### config.mk
export PLATFORM = sky130hd
export DESIGN_NAME = fff_round_ctrl
export DESIGN_NICKNAME = d
export VERILOG_FILES = /design/src/rtl/fff_round_ctrl.sv
export SDC_FILE = /design/constraint.sdc
export NUM_CORES = 1
export LEC_CHECK = 0
export CORE_MARGIN = 2
export CORE_UTILIZATION = 55
export CTS_BUF_LIST = sky130_fd_sc_hd__clkbuf_16
export DETAILED_ROUTE_END_ITERATION = 7
export PLACE_DENSITY = 0.76
export SLEW_MARGIN = 0
export SYNTH_ARGS = -nofsm -noshare
export SYNTH_HDL_FRONTEND = slang
export SYNTH_SLANG_ARGS = --single-unit
### constraint.sdc
create_clock -name clk -period 2.75 [get_ports clk]
set_input_delay 0.55 -clock clk [delete_from_list [all_inputs] [get_ports clk]]
set_output_delay 0.55 -clock clk [all_outputs]
set_load 0.01 [all_outputs]
### src/rtl/fff_round_ctrl.sv
`default_nettype none
// ============================================================================
// Module      : fff_round_ctrl
// Description : Fastest-finger-first round controller for ten contestants.
//               Synchronizes the raw button inputs, opens an answer window
//               on host request, latches the first (lowest-index) press,
//               drives a fixed-length buzzer pulse and reports expiry when
//               the window closes without a press.
// Revision    : 1.0 - initial release
// ----------------------------------------------------------------------------
// Parameters
//   TIMEOUT_CYC : answer-window length in clk cycles (1..65535)
//   BUZZ_CYC    : buzzer pulse length in clk cycles (1..255)
// Ports
//   clk      in   1  system clock, rising-edge active
//   rst_n    in   1  asynchronous active-low reset
//   arm      in   1  host request to open a round (level or pulse)
//   clear    in   1  host request to end the round and return to idle
//   btn_n    in  10  raw active-low buttons, asynchronous; bit i = player i+1
//   winner_n out  4  active-low winner code, 4'b1111 = none
//   armed    out  1  round open
//   locked   out  1  winner held
//   timeout  out  1  round expired with no press
//   buzz     out  1  buzzer drive, BUZZ_CYC cycles from lock
// ============================================================================
module fff_round_ctrl #(
  parameter int unsigned TIMEOUT_CYC = 1000,
  parameter int unsigned BUZZ_CYC    = 8
) (
  input  logic       clk,
  input  logic       rst_n,
  input  logic       arm,
  input  logic       clear,
  input  logic [9:0] btn_n,
  output logic [3:0] winner_n,
  output logic       armed,
  output logic       locked,
  output logic       timeout,
  output logic       buzz
);

  localparam int unsigned NUM_BTN       = 10;
  localparam logic [15:0] C_WINDOW_LOAD = 16'(TIMEOUT_CYC - 1);
  localparam logic [7:0]  C_BUZZ_LOAD   = 8'(BUZZ_CYC - 1);
  localparam logic [3:0]  C_NO_WINNER   = 4'b1111;

  typedef enum logic [1:0] {
    S_IDLE    = 2'd0,
    S_ARMED   = 2'd1,
    S_LOCKED  = 2'd2,
    S_EXPIRED = 2'd3
  } state_t;

  // --------------------------------------------------------------------------
  // Button synchronizer (two flops per bit, idle-high)
  // --------------------------------------------------------------------------
  logic [NUM_BTN-1:0] btn_meta_q;
  logic [NUM_BTN-1:0] btn_sync_q;

  always_ff @(posedge clk or negedge rst_n) begin
    if (!rst_n) begin
      btn_meta_q <= '1;
      btn_sync_q <= '1;
    end else begin
      btn_meta_q <= btn_n;
      btn_sync_q <= btn_meta_q;
    end
  end

  // --------------------------------------------------------------------------
  // Lowest-index press encoder. Scanning from the top down lets the lowest
  // pressed bit overwrite any higher one, so simultaneous presses resolve to
  // the smallest player number.
  // --------------------------------------------------------------------------
  logic       w_any_press;
  logic [3:0] w_press_code;

  always_comb begin
    w_any_press  = 1'b0;
    w_press_code = C_NO_WINNER;
    for (int i = NUM_BTN - 1; i >= 0; i--) begin
      if (!btn_sync_q[i]) begin
        w_any_press  = 1'b1;
        w_press_code = ~(4'(i + 1));
      end
    end
  end

  // --------------------------------------------------------------------------
  // Round state
  // --------------------------------------------------------------------------
  state_t      state_q,    state_d;
  logic [15:0] cnt_q,      cnt_d;
  logic [7:0]  buzz_cnt_q, buzz_cnt_d;
  logic [3:0]  winner_q,   winner_d;
  logic        buzz_q,     buzz_d;
  logic        armed_q;
  logic        locked_q;
  logic        timeout_q;

  always_comb begin
    state_d    = state_q;
    cnt_d      = cnt_q;
    buzz_cnt_d = buzz_cnt_q;
    winner_d   = winner_q;
    buzz_d     = buzz_q;

    if (clear) begin
      // Clear outranks everything, including a simultaneous arm.
      state_d    = S_IDLE;
      cnt_d      = '0;
      buzz_cnt_d = '0;
      winner_d   = C_NO_WINNER;
      buzz_d     = 1'b0;
    end else begin
      case (state_q)
        S_IDLE: begin
          // A button already low at arm time is an early or stuck press;
          // the round is not opened.
          if (arm && (&btn_sync_q)) begin
            state_d = S_ARMED;
            cnt_d   = C_WINDOW_LOAD;
          end
        end

        S_ARMED: begin
          // Press is tested before the count so a press on the last
          // window cycle still wins.
          if (w_any_press) begin
            state_d    = S_LOCKED;
            cnt_d      = '0;
            winner_d   = w_press_code;
            buzz_d     = 1'b1;
            buzz_cnt_d = C_BUZZ_LOAD;
          end else if (cnt_q == 16'd0) begin
            state_d = S_EXPIRED;
          end else begin
            cnt_d = cnt_q - 16'd1;
          end
        end

        S_LOCKED: begin
          // buzz_cnt holds the number of high cycles still to come after
          // the current one.
          if (buzz_q) begin
            if (buzz_cnt_q == 8'd0) begin
              buzz_d = 1'b0;
            end else begin
              buzz_cnt_d = buzz_cnt_q - 8'd1;
            end
          end
        end

        S_EXPIRED: begin
          // Held until clear.
        end

        default: begin
          state_d = S_IDLE;
        end
      endcase
    end
  end

  always_ff @(posedge clk or negedge rst_n) begin
    if (!rst_n) begin
      state_q    <= S_IDLE;
      cnt_q      <= '0;
      buzz_cnt_q <= '0;
      winner_q   <= C_NO_WINNER;
      buzz_q     <= 1'b0;
      armed_q    <= 1'b0;
      locked_q   <= 1'b0;
      timeout_q  <= 1'b0;
    end else begin
      state_q    <= state_d;
      cnt_q      <= cnt_d;
      buzz_cnt_q <= buzz_cnt_d;
      winner_q   <= winner_d;
      buzz_q     <= buzz_d;
      // Status flags are decoded from the next state so they change on
      // the same edge as the state itself and stay one-hot-or-zero.
      armed_q    <= (state_d == S_ARMED);
      locked_q   <= (state_d == S_LOCKED);
      timeout_q  <= (state_d == S_EXPIRED);
    end
  end

  assign winner_n = winner_q;
  assign armed    = armed_q;
  assign locked   = locked_q;
  assign timeout  = timeout_q;
  assign buzz     = buzz_q;

endmodule
`default_nettype wire

==> impl_metrics.tcl, run 1 <==
set metrics [dict create \
    muxShareOfSynthArea 0 \
    ys_seq_elements 54 \
    layout_setup_ws_ns 0.474 \
    power_mw 2.19 \
    overflow 0 \
    core_sq_um 4660 \
    path_cells "clkdlybuf4s50_1 -> nor2b_1 -> nand4_1 -> and2_1 -> or4_1 -> a21oi_1" \
    cts_max_path_buffers 2 \
    period_minus_slack_ns 2.28 \
    drive_above_1_share 0.181 \
    cts_tree "built" \
    synth_flop_cell "dfrtp_1" \
    ys_types 53 \
    synthAdderAreaFrac 0.0144 \
    startpoint_type "primary input" \
    synth_edf_count 0 \
    wirelength_um 5120 \
    clockRootBuffer "clkbuf_16" \
    rsz0062_at_grt "no" \
    synth-seq-area-share 0.528 \
    place_ws_ns 0.225 \
    tns_ns 0 \
    fin_util 0.657 \
    ant_nets 0 \
    cp_num_buf_inv 1 \
    avgSynthCellArea_sq_um 10.3 \
    worstSetupPathType "in2reg" \
    drv_cap 0 \
    viasPerCell 6.18 \
    first_iter_violations 252 \
    worstMarginPinSlew_ns 0.799 \
    cts_sinks 54 \
    timing.fmax_ghz 0.439 \
    dp_hpwl_um 3620 \
    final_common_cell "nor2_1" \
    async_reset_ff_frac 1.00 \
    layout_common_cells "nor2_1 (32), dfrtp_1 (30), dfstp_2 (24)" \
    synth_top_family_by_area "simple AND/OR/NAND/NOR gates" \
    slew_headroom 0.467 \
    final-max-slew-violation-count 0 \
    synth_compound_area_frac 0.174 \
    p_leak_nw 1.26 \
    crit_family "simple AND/OR/NAND/NOR gates" \
    worst-path-max-fanout 6 \
    clock_latency_ns 0.29 \
    cp.arrival_ns 2.49 \
    endpoint_kind "register" \
    post_cts_resized 0 \
    wl_per_cell_um 15.2 \
    clk_pin_slew_worst_paths_ns 0.07 \
    numCtsBuffers 5 \
    cts_setup_buffers 0 \
    drc 0 \
    crit_slowest_cell "clkdlybuf4s50_1" \
    syn_to_final_growth_pct 17.2 \
    via_count 2078 \
    die_area_sq_um 5320 \
    diodes 0 \
    cts_max_level 2 \
    hp-class "in2async" \
    grt_pass1_wl_um 9140 \
    track_usage 0.221 \
    fin_crit_sh 0.828 \
    yosys_warnings 0 \
    final-hold-violation-count 0 \
    seqCellArea_sq_um 1380 \
    synth_nets 272 \
    multiInputGateArea_sq_um 1160 \
    ioPinCount 22 \
    finalSetupViolations 0 \
    finClkSkew_ns 0.00604 \
    syn_inst 255 \
    n_fill_cell 381 \
    slowest_delay_ns 0.51 \
    gp_congestion 0.873 \
    hold_ws_ns 0.349 \
    nNetsFinal 298 \
    synth_xor_area_frac 0.0335 \
    antenna_found_initial 0 \
    fp.dieW_um 72.9 \
    cts_hold_buf 0 \
    pwr_density_cell_nw_per_um2 715 \
    detail_route.first_pass.iterations 4 \
    netlist_area_sq_um 2610 \
    start_util 0.561 \
    cp.required_ns 2.96 \
    portBuffers 21 \
    max-vdd-ir-drop_mv 0.371 \
    synth-simple-area-share 0.222 \
    grt_pass1_vias 1979 \
    grt_max_degree 37 \
    status "finished, final reports clean" \
    fp.dieH_um 72.9 \
    num_rows 25 \
]
-- cells by family after synthesis --
kind of cell / Yosys count
compound gates: 64
xor+xnor: 10
fa+ha+maj: 3
buf+inv: 18
flops: 54
simple gates: 106
-- sequential cells by signal, summed over array words and instances, names as in the netlist --
register / cells
btn_sync_q: 10
btn_meta_q: 10
buzz_cnt_q: 8
buzz: 1
cnt_q: 16
timeout: 1
armed: 1
locked: 1
state_q: 2
winner_n: 4
-- where the power goes --
part           leakage (nW)  internal [mW]  switching (mW)  total, mW
clock                0.0826          0.398           0.288      0.686
combinational         0.516          0.231           0.329      0.559
sequential            0.659          0.879          0.0665      0.945
-- area by class of cell --
type | count | area share
Clock buffer | 6 | 0.0490
Clock inverter | 2 | 0.00572
Inverter | 10 | 0.0122
Multi-Input combinational cell | 183 | 0.379
Sequential cell | 54 | 0.451
Tap cell | 54 | 0.0220
Timing Repair Buffer | 27 | 0.0817
-- layer usage --
layer / track usage / vias up / part of all wire
met5: 0 / - / 0
met4: 0.0823 / 0 / 0.011
met3: 0.0442 / 10 / 0.047
met2: 0.347 / 69 / 0.46
met1: 0.304 / 1003 / 0.48
li1: - / 996 / -
-- stage by stage --
stage | instances | cell area (sq um)
final | 336 | 3060
after global routing | 336 | 3060
after CTS | 336 | 3060
after detailed placement | 328 | 2900
after global placement | 328 | 2900
after floorplan | 255 | 2610
-- synthesized netlist by cell type, types with 3 or more instances --
cell type	number	area, sq um
o21ai_0	16	80.1
a2111oi_0	3	26.3
a31oi_1	6	37.5
dfrtp_1	30	751
nor2b_1	6	37.5
a21oi_1	12	60.1
a211oi_1	4	30.0
nor4_1	6	37.5
inv_1	10	37.5
o31ai_1	3	22.5
xnor2_1	6	52.6
nor3_1	11	55.1
a32o_1	4	40.0
nand3_1	6	30.0
ha_1	3	37.5
clkbuf_1	6	22.5
nand4_1	7	43.8
dfstp_2	24	631
nor2_1	32	120
or3_1	4	25.0
nand2_1	15	56.3
xor2_1	4	35.0
-- final timing paths --
kind,start,endpoint,slack (ns),depth (start not counted)
worst min register to register,btn_meta_q[9],btn_sync_q[9],0.35,0
worst min-delay path,rst_n,cnt_q[4],0.35,1
worst max-delay path,arm,cnt_q[14],0.47,6
max in group asynchronous,rst_n,btn_meta_q[2],1.69,2
worst max register to register,cnt_q[0],cnt_q[5],0.49,7
min in group clk,btn_meta_q[9],btn_sync_q[9],0.35,0
No activity file was read; power rests on OpenSTA's default activity.
==> run 2, diff against run 1 <==
- clock period: 2.75 -> 2.1 ns (I/O delays scaled with it)
==> run 2 against run 1 <==
  * Sequential power is 31% higher
  * Worst setup slack got worse by 0.39 ns
  * Global-route usage rose by 1.9 points
  * Wire length up 13%
  * Critical path depth down 1
  * Worst hold slack worse by 0.30 ns
  * Clock-buffer cell count unchanged
  * Critical path type is now reg2reg
  * Largest power group unchanged
==> impl_metrics.tcl, run 2 (same netlist as run 1, synthesis figures left out) <==
set metrics [dict create \
    finalSetupViolations 0 \
    finalInstanceArea_sq_um 3340 \
    cts_tree "built" \
    numCtsBuffers 5 \
    wirelength_um 5780 \
    wl_met1_um 2570 \
    finClkSkew_ns 0.00741 \
    fp.dieH_um 72.9 \
    status "finished, final reports clean" \
    num_rows 25 \
    first_iter_violations 185 \
    layout_setup_ws_ns 0.0880 \
    final-hold-violation-count 0 \
    ioPinCount 22 \
    start_util 0.561 \
    wl_per_cell_um 15.7 \
    core_sq_um 4660 \
    dp_hpwl_um 4130 \
    cp.arrival_ns 2.19 \
    clockPowerShare 0.286 \
    die_area_sq_um 5320 \
    sequentialPowerShare 0.399 \
    grt_pass1_wl_um 9830 \
    timing.fmax_ghz 0.497 \
    drc 0 \
    drive_above_1_share 0.277 \
    syn_to_final_growth_pct 27.6 \
    nNetsFinal 330 \
    top_regs "cnt_q (16), btn_meta_q (10), btn_sync_q (10)" \
    drv_cap 0 \
    cp.required_ns 2.28 \
    worst-path-max-fanout 4 \
    antenna_found_initial 0 \
    highest_layer "met4" \
    fin_util 0.716 \
    fp.dieW_um 72.9 \
    place_inst 358 \
    cts_hold_buf 0 \
    diodes 0 \
    ant_nets 0 \
    clk_pin_slew_worst_paths_ns 0.07 \
    max-vdd-ir-drop_mv 0.621 \
    intPower_mw 2.15 \
    power_mw 3.10 \
    place_ws_ns -0.200 \
    cts_sinks 54 \
    clockRootBuffer "clkbuf_16" \
    worstMarginPinSlew_ns 0.493 \
    slew_headroom 0.670 \
    dr_wl_met3_um 315 \
    pwr_density_cell_nw_per_um2 929 \
    final_common_cell "buf_4" \
    final-max-slew-violation-count 0 \
    grt_max_degree 30 \
    worstSetupPathType "reg2reg" \
    track_usage 0.240 \
    n_fill_cell 357 \
    detail_route.first_pass.iterations 5 \
    clock_latency_ns 0.29 \
    via_count 2240 \
    power.switching_uw 952 \
    grt_pass1_vias 2125 \
    period_minus_slack_ns 2.01 \
    layout_common_cells "buf_4 (37), nor2_1 (32), dfrtp_1 (30)" \
    fin_cells 368 \
    tns_ns 0 \
    place_area_sq_um 3130 \
    cts_max_path_buffers 2 \
    fin_crit_sh 0.958 \
    hp-class "in2async" \
    p_leak_nw 1.42 \
    gp_congestion 0.856 \
    overflow 0 \
    cts_max_level 2 \
    p_comb_frac 0.316 \
    wl_met2_um 2810 \
    viasPerCell 6.09 \
    portBuffers 21 \
    swShare 0.307 \
    endpoint_kind "register" \
    regMostFlops "cnt_q" \
    largest_register_ffs 16 \
    startpoint_type "register" \
    hold_ws_ns 0.0466 \
]
run 2: changes by cell type in the layout (fill, tap and decap cells not counted), sizes merged:
| cell | delta |
|---|---|
| buf | +32 |
run 2: final cells by class:
cell class / count / area [sq um] / area share
flip-flops and latches: 54 / 1380 / 0.414
multi-input cells: 183 / 1180 / 0.353
repair buffers: 59 / 503 / 0.151
clock buffers: 6 / 150 / 0.0450
well taps: 54 / 67.6 / 0.0203
inverters: 10 / 37.5 / 0.0113
clock inverters: 2 / 17.5 / 0.00525
run 2: what timing repair did:
action,in CTS,in global routing
setup endpoints to repair,0,6
gates resized for setup,0,6
setup buffers,0,2
run 2: power by group through the flow:
stage                     sequential (mW)  combinational (mW)  clock [mW]
after floorplan                      1.24               0.579           0
after global placement               1.25               0.886           0
after detailed placement             1.25               0.900           0
after CTS                            1.24               0.910       0.905
after global routing                 1.25                1.09       0.936
final                                1.24               0.978       0.885
run 2: metal layers:
metal / up-vias / global-route usage
met2: 84 / 0.392
li1: 1063 / -
met4: 0 / 0.0802
met1: 1085 / 0.328
met3: 8 / 0.0387
met5: - / 0
run 2: path summary, 6_finish.rpt:
check,from,to,slack [ns],cells after the start
max,btn_sync_q[5],cnt_q[5],0.09,5
min,rst_n,cnt_q[0],0.05,1
max reg2reg,btn_sync_q[5],cnt_q[5],0.09,5
min reg2reg,btn_meta_q[9],btn_sync_q[9],0.35,0
max in group asynchronous,rst_n,winner_n[2],1.47,2
min in group clk,btn_meta_q[9],btn_sync_q[9],0.35,0
run 2: worst max-delay path, stage by stage, from the launching register on:
cell and delay, ns:
dfstp_2 0.55, nand4_1 0.14, o31a_1 0.40, a211oi_2 0.36, o21ai_0 0.17, a32o_1 0.28
==> run 3, diff against run 2 <==
- ABC_AREA: not set -> 1
- CORE_ASPECT_RATIO: not set -> 1.5
==> run 3 against run 2 <==
  * Area after synthesis grew 6.5%
  * Critical path type is now reg2out
  * Clock skew shrank 0.0045 ns
  * Non-clock buffer count shrank 33
  * Largest cell class unchanged
  * Worst hold slack gained 0.20 ns
  * Wire length shrank 12%
  * Synthesized cell count grew 25%
==> impl_metrics.tcl, run 3 <==
set metrics [dict create \
    status "finished, final reports clean" \
    regMostFlops "cnt_q" \
    p_comb_frac 0.119 \
    sequentialPowerShare 0.507 \
    netlist_area_sq_um 2780 \
    period_minus_slack_ns 1.78 \
    ys_types 37 \
    worst-path-max-fanout 2 \
    final-max-slew-violation-count 0 \
    synth_flop_cell "dfrtp_1" \
    grt_pass1_vias 2193 \
    fp.dieH_um 91.1 \
    wl_met1_um 2000 \
    dp_hpwl_um 3780 \
    synth_top_area_cell "dfrtp_1" \
    grt_pass1_wl_um 8870 \
    p_leak_nw 1.59 \
    final-hold-violation-count 0 \
    numCtsBuffers 5 \
    largest_register_ffs 16 \
    cts_tree "built" \
    portBuffers 21 \
    startpoint_type "register" \
    cts_hold_buf 0 \
    syn_to_final_growth_pct 16.8 \
    cp_num_buf_inv 1 \
    yosys.area.top_type_share 0.270 \
    wl_met2_um 2860 \
    worstMarginPinSlew_ns 0.646 \
    layout_common_cells "nand2_1 (62), nor2_1 (55), inv_1 (32)" \
    finClkSkew_ns 0.00293 \
    drive_above_1_share 0.224 \
    fin_cells 418 \
    track_usage 0.207 \
    cts_max_level 2 \
    layout_setup_ws_ns 0.318 \
    nNetsFinal 368 \
    dr_wl_met3_um 128 \
    overflow 0 \
    ant_nets 0 \
    power_mw 2.25 \
    swShare 0.257 \
    r2r_slack_ns 0.34 \
    drv_cap 0 \
    power.switching_uw 578 \
    yosys_warnings 0 \
    wl_per_cell_um 12.2 \
    endpoint_kind "output port" \
    synth_edf_count 0 \
    crit_family "flip-flops" \
    place_inst 410 \
    intPower_mw 1.67 \
    worstSetupPathType "reg2out" \
    gp_congestion 0.904 \
    viasPerCell 5.00 \
    via_count 2092 \
    synthTopCellsByArea "dfrtp_1 (27%), dfstp_2 (23%), nand2_1 (8.4%)" \
    hp-class "in2async" \
    clock_latency_ns 0.29 \
    drc 0 \
    core_sq_um 4850 \
    top_regs "cnt_q (16), btn_meta_q (10), btn_sync_q (10)" \
    post_cts_resized 0 \
    clk_pin_slew_worst_paths_ns 0.07 \
    fp.dieW_um 62.1 \
    clockPowerShare 0.374 \
    cp.arrival_ns 1.36 \
    tns_ns 0 \
    synth_common_cells "nand2_1 (62), nor2_1 (55), inv_1 (32), dfrtp_1 (30), dfstp_2 (24)" \
    r2r_end "cnt_q[14]" \
    r2r-start "cnt_q[0]" \
    fin_crit_sh 0.848 \
    async_reset_ff_frac 1.00 \
    syn_inst 320 \
    ys_seq_elements 54 \
    cts_sinks 54 \
    pwr_density_cell_nw_per_um2 691 \
    cp.required_ns 1.68 \
    hold_ws_ns 0.242 \
    synth_most_common_cell "nand2_1" \
    num_rows 31 \
    first_iter_violations 125 \
    timing.fmax_ghz 0.561 \
    clockRootBuffer "clkbuf_16" \
    final_common_cell "nand2_1" \
    path_cells "clkdlybuf4s50_1" \
    finalSetupViolations 0 \
    cts_max_path_buffers 2 \
    max-vdd-ir-drop_mv 0.670 \
    rsz0062_at_grt "no" \
    wirelength_um 5100 \
    slew_headroom 0.569 \
    reg2reg_depth 11 \
    start_util 0.574 \
    synth_nets 337 \
    cts_setup_buffers 0 \
    synth-seq-area-share 0.496 \
    place_ws_ns 0.0138 \
    grt_max_degree 55 \
    die_area_sq_um 5660 \
    crit_slowest_cell "dfstp_2" \
    antenna_found_initial 0 \
    n_fill_cell 377 \
    slowest_delay_ns 0.54 \
    avgSynthCellArea_sq_um 8.70 \
    ioPinCount 22 \
    diodes 0 \
    highest_layer "met4" \
    detail_route.first_pass.iterations 4 \
]
==> run 3: worst max path at each step <==
stage	cells after the start	start	to
after floorplan	10	btn_sync_q[6]	cnt_q[10]
after global placement	9	clear	buzz_cnt_q[2]
after detailed placement	9	clear	buzz_cnt_q[6]
after CTS	1	winner_n[3]	winner_n[3]
after global routing	11	cnt_q[0]	cnt_q[12]
final	1	winner_n[0]	winner_n[0]
==> run 3: power by group through the flow <==
stage / registers (mW) / clock network, mW / logic [mW]
after floorplan: 1.15 / 0 / 0.168
after global placement: 1.16 / 0 / 0.263
after detailed placement: 1.16 / 0 / 0.268
after CTS: 1.14 / 0.851 / 0.271
after global routing: 1.15 / 0.897 / 0.301
final: 1.14 / 0.841 / 0.266
==> run 3: cells by family after synthesis <==
family / share of synthesized area
buffers and inverters: 0.0710
DFF: 0.496
and+or+nand+nor: 0.321
xor gates and xnor gates: 0.0283
AOI/OAI and AO/OA: 0.0701
adders and majority gates: 0.0135
==> run 3: area by class of cell <==
class | count | area (sq um) | area share
Sequential cell | 54 | 1380 | 0.425
Multi-Input combinational cell | 219 | 1200 | 0.370
Timing Repair Buffer | 26 | 255 | 0.0786
Inverter | 45 | 175 | 0.0539
Clock buffer | 5 | 125 | 0.0385
Tap cell | 66 | 82.6 | 0.0254
Clock inverter | 3 | 26.3 | 0.00809
==> run 3: layer usage <==
metal | up-vias | global-route usage
met1 | 986 | 0.216
met5 | - | 0
met4 | 0 | 0.0762
li1 | 1063 | -
met2 | 34 | 0.381
met3 | 9 | 0.0370
==> run 3: stage by stage <==
| stage | instance area, sq um | util |
|---|---|---|
| after floorplan | 2780 | - |
| after global placement | 3100 | 0.639 |
| after detailed placement | 3100 | 0.639 |
| after CTS | 3250 | 0.670 |
| after global routing | 3250 | 0.670 |
| final | 3250 | 0.670 |
==> RTL edit (config.mk and constraints of run 2) <==
Remove the register `timeout_q`: a continuous assignment takes its place, so the output `timeout` follows one clock earlier.
--- a/src/rtl/fff_round_ctrl.sv
+++ b/src/rtl/fff_round_ctrl.sv
@@ -173,3 +173,2 @@
       locked_q   <= 1'b0;
-      timeout_q  <= 1'b0;
     end else begin
@@ -184,5 +183,6 @@
       locked_q   <= (state_d == S_LOCKED);
-      timeout_q  <= (state_d == S_EXPIRED);
     end
   end
+
+  assign timeout_q = (state_d == S_EXPIRED);
 
Check against the original RTL: no difference found for any inputs over 10 cycles, from zero or initial values and one cycle with rst_n low; that may be too few to reach the edited logic, so the function may still have changed.
==> RTL edit against run 2 <==
  * First-iteration DRC count is 42% higher
  * Sequential cell count down 1
  * Clock skew decreased by 0.0011 ns
  * Non-clock buffer count grew 25
  * Setup slack lost 0.64 ns
  * Area after synthesis shrank 3.0%
  * Final area grew 2.0%
  * The run now ends with negative setup slack left
  * Wire length increased by 12%
  * Largest cell class unchanged
Power is not compared: it rests on default switching activity, and its combinational part moved more than twofold at a synthesized area within 25%.
==> RTL edit: results (changes against run 2) <==
status=finished with violations (was completed); met2 WL=3320 um (was 2810 um); clkbuf count=5 (was 6); Inst Count DP=379 (was 358); Synth area leaders=dfrtp_1 (29%), dfstp_2 (25%), o21ai_0 (4.7%), nor2_1 (4.4%), a21oi_1 (4.1%) (was dfrtp_1 (29%), dfstp_2 (24%), nor2_1 (4.6%), o21ai_0 (3.1%), a21oi_1 (2.3%)); largest net degree at the start of global routing=54 (was 30); Clock-cell share=4.19% (was 5.03%); wire length on met3=377 um (was 315 um); DP HPWL=4520 um (was 4130 um); post-synthesis sequential area ratio=53.5% (was 52.8%); vias in the first global route=2269 (was 2125); commonest cells in the netlist=nor2_1 (30), dfrtp_1 (29), dfstp_2 (24), o21ai_0 (24), a21oi_1 (21) (was nor2_1 (32), dfrtp_1 (30), dfstp_2 (24), o21ai_0 (16), nand2_1 (15)); worst-case reg-to-reg path depth=7 (was 5); M1 GR Usage=35.9% (was 32.8%); worst setup margin=-0.550 ns (was 0.0880 ns); worst-path maximum fanout=2 (was 4); multiplexer area fraction after synthesis=2.07% (was 0%); fraction of area in multi-input gates=33.0% (was 35.3%); R2R Path End=cnt_q[10] (was cnt_q[5]); Arr. time, crit path=2.23 ns (was 2.19 ns); storage element area=1360 um2 (was 1380 um2); Synth Area in XOR/XNOR=1.73% (was 3.35%); post-place setup slack=-0.681 ns (was -0.200 ns); nets@finish=353 (was 330); reg2reg start=cnt_q[11] (was btn_sync_q[5]); clock sink count=53 (was 54); cts repair resizes=4 (was 0); complex-gate fraction of the synthesized area=15.0% (was 17.4%); Adder-Cell Fraction of Synth Area=1.48% (was 1.44%); Detailed Route Iter0 Violations=262 (was 185); Total Wirelength=6440 um (was 5780 um); syn_area_per_cell=9.98 um2 (was 10.3 um2); failing checks=negative setup slack; Inverters=11 (was 10); met1 wire length=2640 um (was 2570 um); final setup fails=1 (was 0)
## RTL edit: cell types whose count changed after synthesis, moves of 4 or more
cell and change:
a21oi_1 +9, o21ai_0 +8, a32o_1 -4, nand4_1 -4
xor2_1 -4
## RTL edit: worst max-delay path, stage by stage (launching register included)
cell and delay [ns]:
dfrtp_1 0.38, or4_4 0.53, or4_4 0.46, nor4_4 0.16, a21oi_2 0.08, nor3b_2 0.17
buf_2 0.15
## RTL edit: through the flow
stage	TNS, ns	instance area (um2)
2_1_floorplan	-0.169	2540
3_3_place_gp	-0.817	3230
3_5_place_dp	-0.993	3230
4_1_cts	-0.566	3360
5_1_grt	-0.758	3400
6_report	-0.550	3400
## RTL edit: power groups by stage
stage               sequential (W)  combinational [W]  clock, W
floorplan                  0.00114           0.000199         0
global placement           0.00113           0.000402         0
detailed placement         0.00114           0.000416         0
CTS                        0.00112           0.000421  0.000812
global route               0.00112           0.000478  0.000855
finish                     0.00112           0.000436  0.000807
